`config.mk`:
```
export PLATFORM = sky130hd
export DESIGN_NAME = mem_port_arbiter
export DESIGN_NICKNAME = d
export VERILOG_FILES = /design/src/rtl/mem_port_arbiter.sv
export SDC_FILE = /design/constraint.sdc
export NUM_CORES = 1
export LEC_CHECK = 0
export CAP_MARGIN = 10
export CORE_AREA = 2 2 124 126
export DETAILED_ROUTE_END_ITERATION = 12
export DIE_AREA = 0 0 126 128
export PLACE_DENSITY = 0.83
export SLEW_MARGIN = 20
export SYNTH_ARGS = -nofsm -noshare
export SYNTH_HDL_FRONTEND = slang
export SYNTH_SLANG_ARGS = --single-unit
```
`constraint.sdc`:
```
create_clock -name clk -period 2.2 [get_ports clk]
set_input_delay 0.44 -clock clk [delete_from_list [all_inputs] [get_ports clk]]
set_output_delay 0.44 -clock clk [all_outputs]
set_load 0.02 [all_outputs]
```
`src/rtl/mem_port_arbiter.sv`:
```
// Shares one fixed-latency memory port between the CPU datapath and a debug/loader port.
// Optional statistics counters are enabled by defining MEM_ARB_STATS_EN.
`timescale 1ns/1ps
module mem_port_arbiter #(
  parameter int AW      = 32,
  parameter int DW      = 32,
  parameter int LATENCY = 1
`ifdef MEM_ARB_STATS_EN
  , parameter int CNTW  = 16
`endif
) (
  input  logic          clk,
  input  logic          reset,
  input  logic          cpu_rd,
  input  logic          cpu_wr,
  input  logic [AW-1:0] cpu_addr,
  input  logic [DW-1:0] cpu_wdata,
  output logic [DW-1:0] cpu_rdata,
  output logic          cpu_stall,
  input  logic          dbg_req,
  input  logic          dbg_we,
  input  logic [AW-1:0] dbg_addr,
  input  logic [DW-1:0] dbg_wdata,
  output logic [DW-1:0] dbg_rdata,
  output logic          dbg_ack,
  output logic          mem_en,
  output logic          mem_we,
  output logic [AW-1:0] mem_addr,
  output logic [DW-1:0] mem_wdata,
  input  logic [DW-1:0] mem_rdata
`ifdef MEM_ARB_STATS_EN
  , output logic [CNTW-1:0] stat_cpu
  , output logic [CNTW-1:0] stat_dbg
  , output logic [CNTW-1:0] stat_stall
`endif
);

  localparam int CW = (LATENCY > 1) ? $clog2(LATENCY) : 1;

  typedef enum logic [1:0] {IDLE, ACCESS, DONE} state_t;
  typedef enum logic {OWN_CPU, OWN_DBG} owner_t;

  state_t        state, state_nxt;
  owner_t        owner, last_owner, grant;
  logic          cpu_req, grant_en, we_r, cnt_zero;
  logic [CW-1:0] cnt;

  assign cpu_req  = cpu_rd | cpu_wr;
  assign cnt_zero = (cnt == '0);

  always_ff @(posedge clk or negedge reset) begin
    if (!reset) state <= IDLE;
    else        state <= state_nxt;
  end

  // Grants happen only from IDLE, so a request still high during DONE is not re-served.
  always_comb begin
    state_nxt = state;
    grant_en  = 1'b0;
    grant     = OWN_CPU;
    case (state)
      IDLE: begin
        if (cpu_req || dbg_req) begin
          grant_en  = 1'b1;
          state_nxt = ACCESS;
          if (cpu_req && dbg_req) grant = (last_owner == OWN_DBG) ? OWN_CPU : OWN_DBG;
          else                    grant = cpu_req ? OWN_CPU : OWN_DBG;
        end
      end
      ACCESS:  if (cnt_zero) state_nxt = DONE;
      DONE:    state_nxt = IDLE;
      default: state_nxt = IDLE;
    endcase
  end

  assign mem_en    = (state == ACCESS);
  assign mem_we    = mem_en & we_r;
  assign dbg_ack   = (state == DONE) && (owner == OWN_DBG);
  assign cpu_stall = cpu_req & ~((state == DONE) && (owner == OWN_CPU));

  always_ff @(posedge clk or negedge reset) begin
    if (!reset) begin
      owner      <= OWN_CPU;
      last_owner <= OWN_DBG;
      we_r       <= 1'b0;
      cnt        <= '0;
      mem_addr   <= '0;
      mem_wdata  <= '0;
      cpu_rdata  <= '0;
      dbg_rdata  <= '0;
    end else begin
      if (grant_en) begin
        owner      <= grant;
        last_owner <= grant;
        cnt        <= CW'(LATENCY - 1);
        if (grant == OWN_CPU) begin
          mem_addr  <= cpu_addr;
          mem_wdata <= cpu_wdata;
          we_r      <= cpu_wr;
        end else begin
          mem_addr  <= dbg_addr;
          mem_wdata <= dbg_wdata;
          we_r      <= dbg_we;
        end
      end
      if (state == ACCESS) begin
        if (cnt_zero) begin
          if (!we_r) begin
            if (owner == OWN_CPU) cpu_rdata <= mem_rdata;
            else                  dbg_rdata <= mem_rdata;
          end
        end else begin
          cnt <= cnt - 1'b1;
        end
      end
    end
  end

`ifdef MEM_ARB_STATS_EN
  always_ff @(posedge clk or negedge reset) begin
    if (!reset) begin
      stat_cpu   <= '0;
      stat_dbg   <= '0;
      stat_stall <= '0;
    end else begin
      if (state == DONE && owner == OWN_CPU && stat_cpu != '1) stat_cpu <= stat_cpu + 1'b1;
      if (dbg_ack && stat_dbg != '1)                            stat_dbg <= stat_dbg + 1'b1;
      if (cpu_stall && stat_stall != '1)                        stat_stall <= stat_stall + 1'b1;
    end
  end
`endif

endmodule

```
### After elaboration in Yosys (flattened, before gate mapping)

Cells that the tools add are included.

| cells by class | value |
|---|---|
| $add $sub $neg | 1 |
| equal/unequal tests | 4 |
| muxes and demuxes | 16 |
| bitwise logic cells | 7 |
| reduce and logical (&&, ||, !) cells | 8 |

Operator list:

| cell | number |
|---|---|
| 32-bit 2-to-1 mux | 2 |
| 1-bit 2-to-1 mux | 11 |
| 4-bit AND reduction | 2 |
| 2-bit 2-to-1 mux | 2 |
| 2-bit != test, second input constant | 2 |
| 1-bit inverter | 4 |
| 2-bit one-hot mux with 2 select lines | 1 |
| 1-bit logical AND | 3 |
| 1-bit AND | 2 |
| 2-bit by 1-bit equality test with 1-bit output, second input constant | 1 |
| 2-bit equality test, second input constant | 1 |
| 2-bit logical NOT | 1 |
| 2-bit AND reduction | 1 |
| 1-bit logical OR | 1 |
| 1-bit OR | 1 |
| 1-bit subtractor, second input constant | 1 |

| word-level totals | value |
|---|---|
| register bits after elaboration | 134 |
| bits of input ports | 166 |
| output and inout bits | 132 |
| logic and storage cells | 45 |

### Logic depth before layout (Yosys ltp)

| depth | value |
|---|---|
| depth in word-level cells | 7 |
| depth in mapped cells | 5 |
| depth with buffers taken out | 4 |

### Least setup slack after synthesis

No wires, ideal clock.

| timing | value |
|---|---|
| path type | register to register |
| start point | reg state[1] |
| end point | reg cpu_rdata[10] |
| setup time | 0.125 ns |
| arrival time | 1.419 ns |
| required time | 2.075 ns |
| path slack | 0.656 ns |
| stages on the path, launching flop included | 5 |
| buffers on the path | 1 |
| clock period less this slack | 1.544 ns |
| cells stage by stage | dfrtp_1 > nand2b_2 > nor4_4 > buf_6 > mux2_2 |

| on the way | value |
|---|---|
| cells in the longest elaborated chain, start to end | 2 |

RTL lines:

| what | line | RTL |
|---|---|---|
| from (decl) | 43 | `state_t state, state_nxt;` |
| from (signal assigned) | 53 | `else state <= state_nxt;` |
| 2-bit by 1-bit equality test with 1-bit output | 106 | `if (state == ACCESS) begin` |
| 4-bit AND reduction (no line) | n/a |  |
| to (signal assigned) | 109 | `if (owner == OWN_CPU) cpu_rdata <= mem_rdata;` |
| to (decl) | 18 | `output logic [DW-1:0] cpu_rdata,` |

Every way passes these cells.
A chain may end at the register's enable or synchronous reset.

### Worst setup path in the final report

| timing | value |
|---|---|
| start point | reg state[1] |
| end point | out cpu_stall |

| on the way | value |
|---|---|
| cells in the longest elaborated chain, start to end | 4 |

RTL lines:

| what | line | RTL |
|---|---|---|
| 2-bit equality test | 79 | `assign cpu_stall = cpu_req & ~((state == DONE) && (owner == OWN_CPU));` |
| 1-bit logical AND | 79 |  |
| 1-bit inverter | 79 |  |
| 1-bit AND | 79 |  |
| to (decl) | 19 | `output logic cpu_stall,` |

Every way passes these cells.

==> impl_metrics.tcl <==
set metrics [dict create \
    status "completed" \
    maxCapViolCount 0 \
    fmax_mhz 495.5 \
    coreArea_um2 14860 \
    synth_fa_ha_area_frac 0 \
    clock-root-buffer "clkbuf_16" \
    fillers 1081 \
    first_iter_violations 234 \
    cts_setup_buffers 0 \
    rows 45 \
    clock-skew-final_ps 5.522 \
    gr-total-overflow 0 \
    critical_path_class "flip-flop to output pin" \
    synth_edf_count 0 \
    area_growth_pct 66.46 \
    final-hold-violation-count 0 \
    initial_core_util 0.3895 \
    die_h_um 128 \
    grt_pass1_vias 5066 \
    clock_latency_ps 410 \
    place_inst 854 \
    htreeDepth 4 \
    relSlewSlack 0.5176 \
    synthMuxAreaShare 0.1439 \
    yosysWarnings 0 \
    ant_nets 0 \
    clockBufferDepth 2 \
    worst_ep_required_time_ps 1760 \
    cp_max_fo 4 \
    syn_area_per_cell_um2 14.88 \
    wl_per_cell_um 20.13 \
    start_kind "flip-flop" \
    gp_congestion 0.7868 \
    post-route-drc-count 0 \
    vdd_drop_max_uv 704.3 \
    p_leak_nw 4.079 \
    rsz0062_at_grt "false" \
    netlist_area_um2 5789 \
    setup_tns_ps 0 \
    period_minus_slack_ps 2018 \
    hp-class "input pin to async pin" \
    netlist.area_leader.share 0.5749 \
    synth_top_family_by_area "compound AO/OA/AOI/OAI gates" \
    clk_pin_slew_worst_paths_ps 60 \
    synth_area_leaders "dfrtp_1 57%, o221a_2 12%, o21bai_1 8.3%, mux2_4 7.8%, mux2_2 6.2%" \
    grt_util_all_layers 0.2207 \
    drive_above_1_share 0.2597 \
    dp.final_hpwl_um 12240 \
    end_kind "output pin" \
    die_w_um 126 \
    synth_area_leader_cell "dfrtp_1" \
    ys_types 32 \
    syn_nets 555 \
    synthArstFlopShare 1.000 \
    worstPathArrival_ps 1580 \
    ios 298 \
    antenna_found_initial 0 \
    final_cells 885 \
    vias 4691 \
    syn_inst 389 \
    cts_buffers 17 \
    wirelength_um 17820 \
    slew_viol_final 0 \
    first_pass_iters 4 \
    synth_ff_type "dfrtp_1" \
    grt_max_degree 81 \
    synth.most_common_cell "dfrtp_1" \
    p_per_area_nw_per_um2 1575 \
    ys_seq_elements 134 \
    yosys.area_share.simple 0.02313 \
    fin_nets 851 \
    dieArea_um2 16130 \
    clock_sinks 134 \
    n_antenna_cell 0 \
    period_share 0.9173 \
    ys_seq_area_frac 0.5794 \
    synth.top_cells.by_count "133 x dfrtp_1, 64 x o21bai_1, 64 x o221a_2" \
    routed_via_density 5.301 \
    grt_pass1_wl_um 27960 \
    synthXorXnorAreaFrac 0 \
    tightest_slew_ps 723.6 \
    port_buffers 297 \
    cts_tree "built" \
    setup_viol 0 \
    synth_compound_area_frac 0.2174 \
]
## flip-flops by register name, summed over array words and instances, names as in the netlist
register,count
owner,1
mem_wdata,32
mem_addr,32
state,2
cpu_rdata,32
we_r,1
last_owner,1
cnt,1
dbg_rdata,32
## cell type report
class	instances	area [µm²]	share of cell area
clock buffer	21	470.5	0.04882
clock inverter	10	120.1	0.01246
inverter	5	18.77	0.001948
multi-input combinational	217	2248	0.2333
sequential	134	3356	0.3482
tap	188	235.2	0.02441
timing repair buffer	310	3188	0.3308
## cells by family after synthesis
| family | after synthesis |
|---|---|
| buffers and inverters | 38 |
| and+or+nand+nor | 18 |
| DFF | 134 |
| muxes | 64 |
| AOI/OAI and AO/OA | 135 |
## final timing paths
kind | to | from | slack, ps | cells after the start
hold reg to reg | cpu_rdata[6] | cpu_rdata[6] | 500 | 1
min in group clk | cpu_rdata[6] | cpu_rdata[6] | 500 | 1
setup reg to reg | cpu_rdata[16] | state[1] | 510 | 4
hold / removal | cpu_rdata[11] | reset | 20 | 2
setup / recovery | cpu_stall | state[1] | 180 | 3
max in group asynchronous | dbg_rdata[13] | reset | 1760 | 2
## cell usage in the layout, fill, tap and decap left out, types with 2 or more instances in the layout
cell type,n
clkdlybuf4s50_1,292
dfrtp_1,132
o21bai_1,64
o221a_2,64
mux2_2,32
mux2_4,30
clkbuf_16,17
buf_12,10
nand2_1,5
inv_1,4
buf_4,4
dlygate4sd2_1,4
clkbuf_8,3
nor2_1,2
o21ai_0,2
mux2_1,2
clkinv_2,2
clkinv_4,2
bufinv_16,2
clkinvlp_4,2
inv_6,2
## routing by layer
metal  share of wire  wire, µm  vias up  GRT usage
met3           0.071      1259       26    0.06720
met4           0.018       325        0    0.08209
met1            0.41      7327     2337     0.2690
met2            0.50      8902      226     0.3710
li1                -         -     2102          -
met5               0         0        -          0
## per-stage QoR
stage	power, mW	instance area, µm²	utilization	worst slack, ps	hold slack (ps)
final	15.17	9637	0.6483	182.0	19.71
after global routing	15.89	9637	0.6483	118.6	29.84
after CTS	15.30	9637	0.6483	166.9	24.46
after detailed placement	12.35	9050	0.6088	88.48	469.1
after global placement	12.09	9050	0.6088	86.95	458.8
after floorplan	8.734	5789	-	656.2	144.4
## report_power, final
part | switching [mW] | internal (mW) | leakage [nW] | total, mW
Clock | 1.07 | 1.76 | 0.286 | 2.83
Combinational | 3.56 | 4.28 | 2.27 | 7.85
Sequential | 0.775 | 3.72 | 1.53 | 4.50
Total | 5.41 | 9.76 | 4.08 | 15.2
## critical path, stage by stage, from the launching register on
cell and delay, ps:
dfrtp_1 420, inv_1 90, o32a_1 340, dlygate4sd2_1 320
## what timing repair did
item	in CTS	in global routing
hold buffers	0	0
resized for setup	5	0
endpoints found under the setup margin	4	0
(Power assumes the default switching activity.)
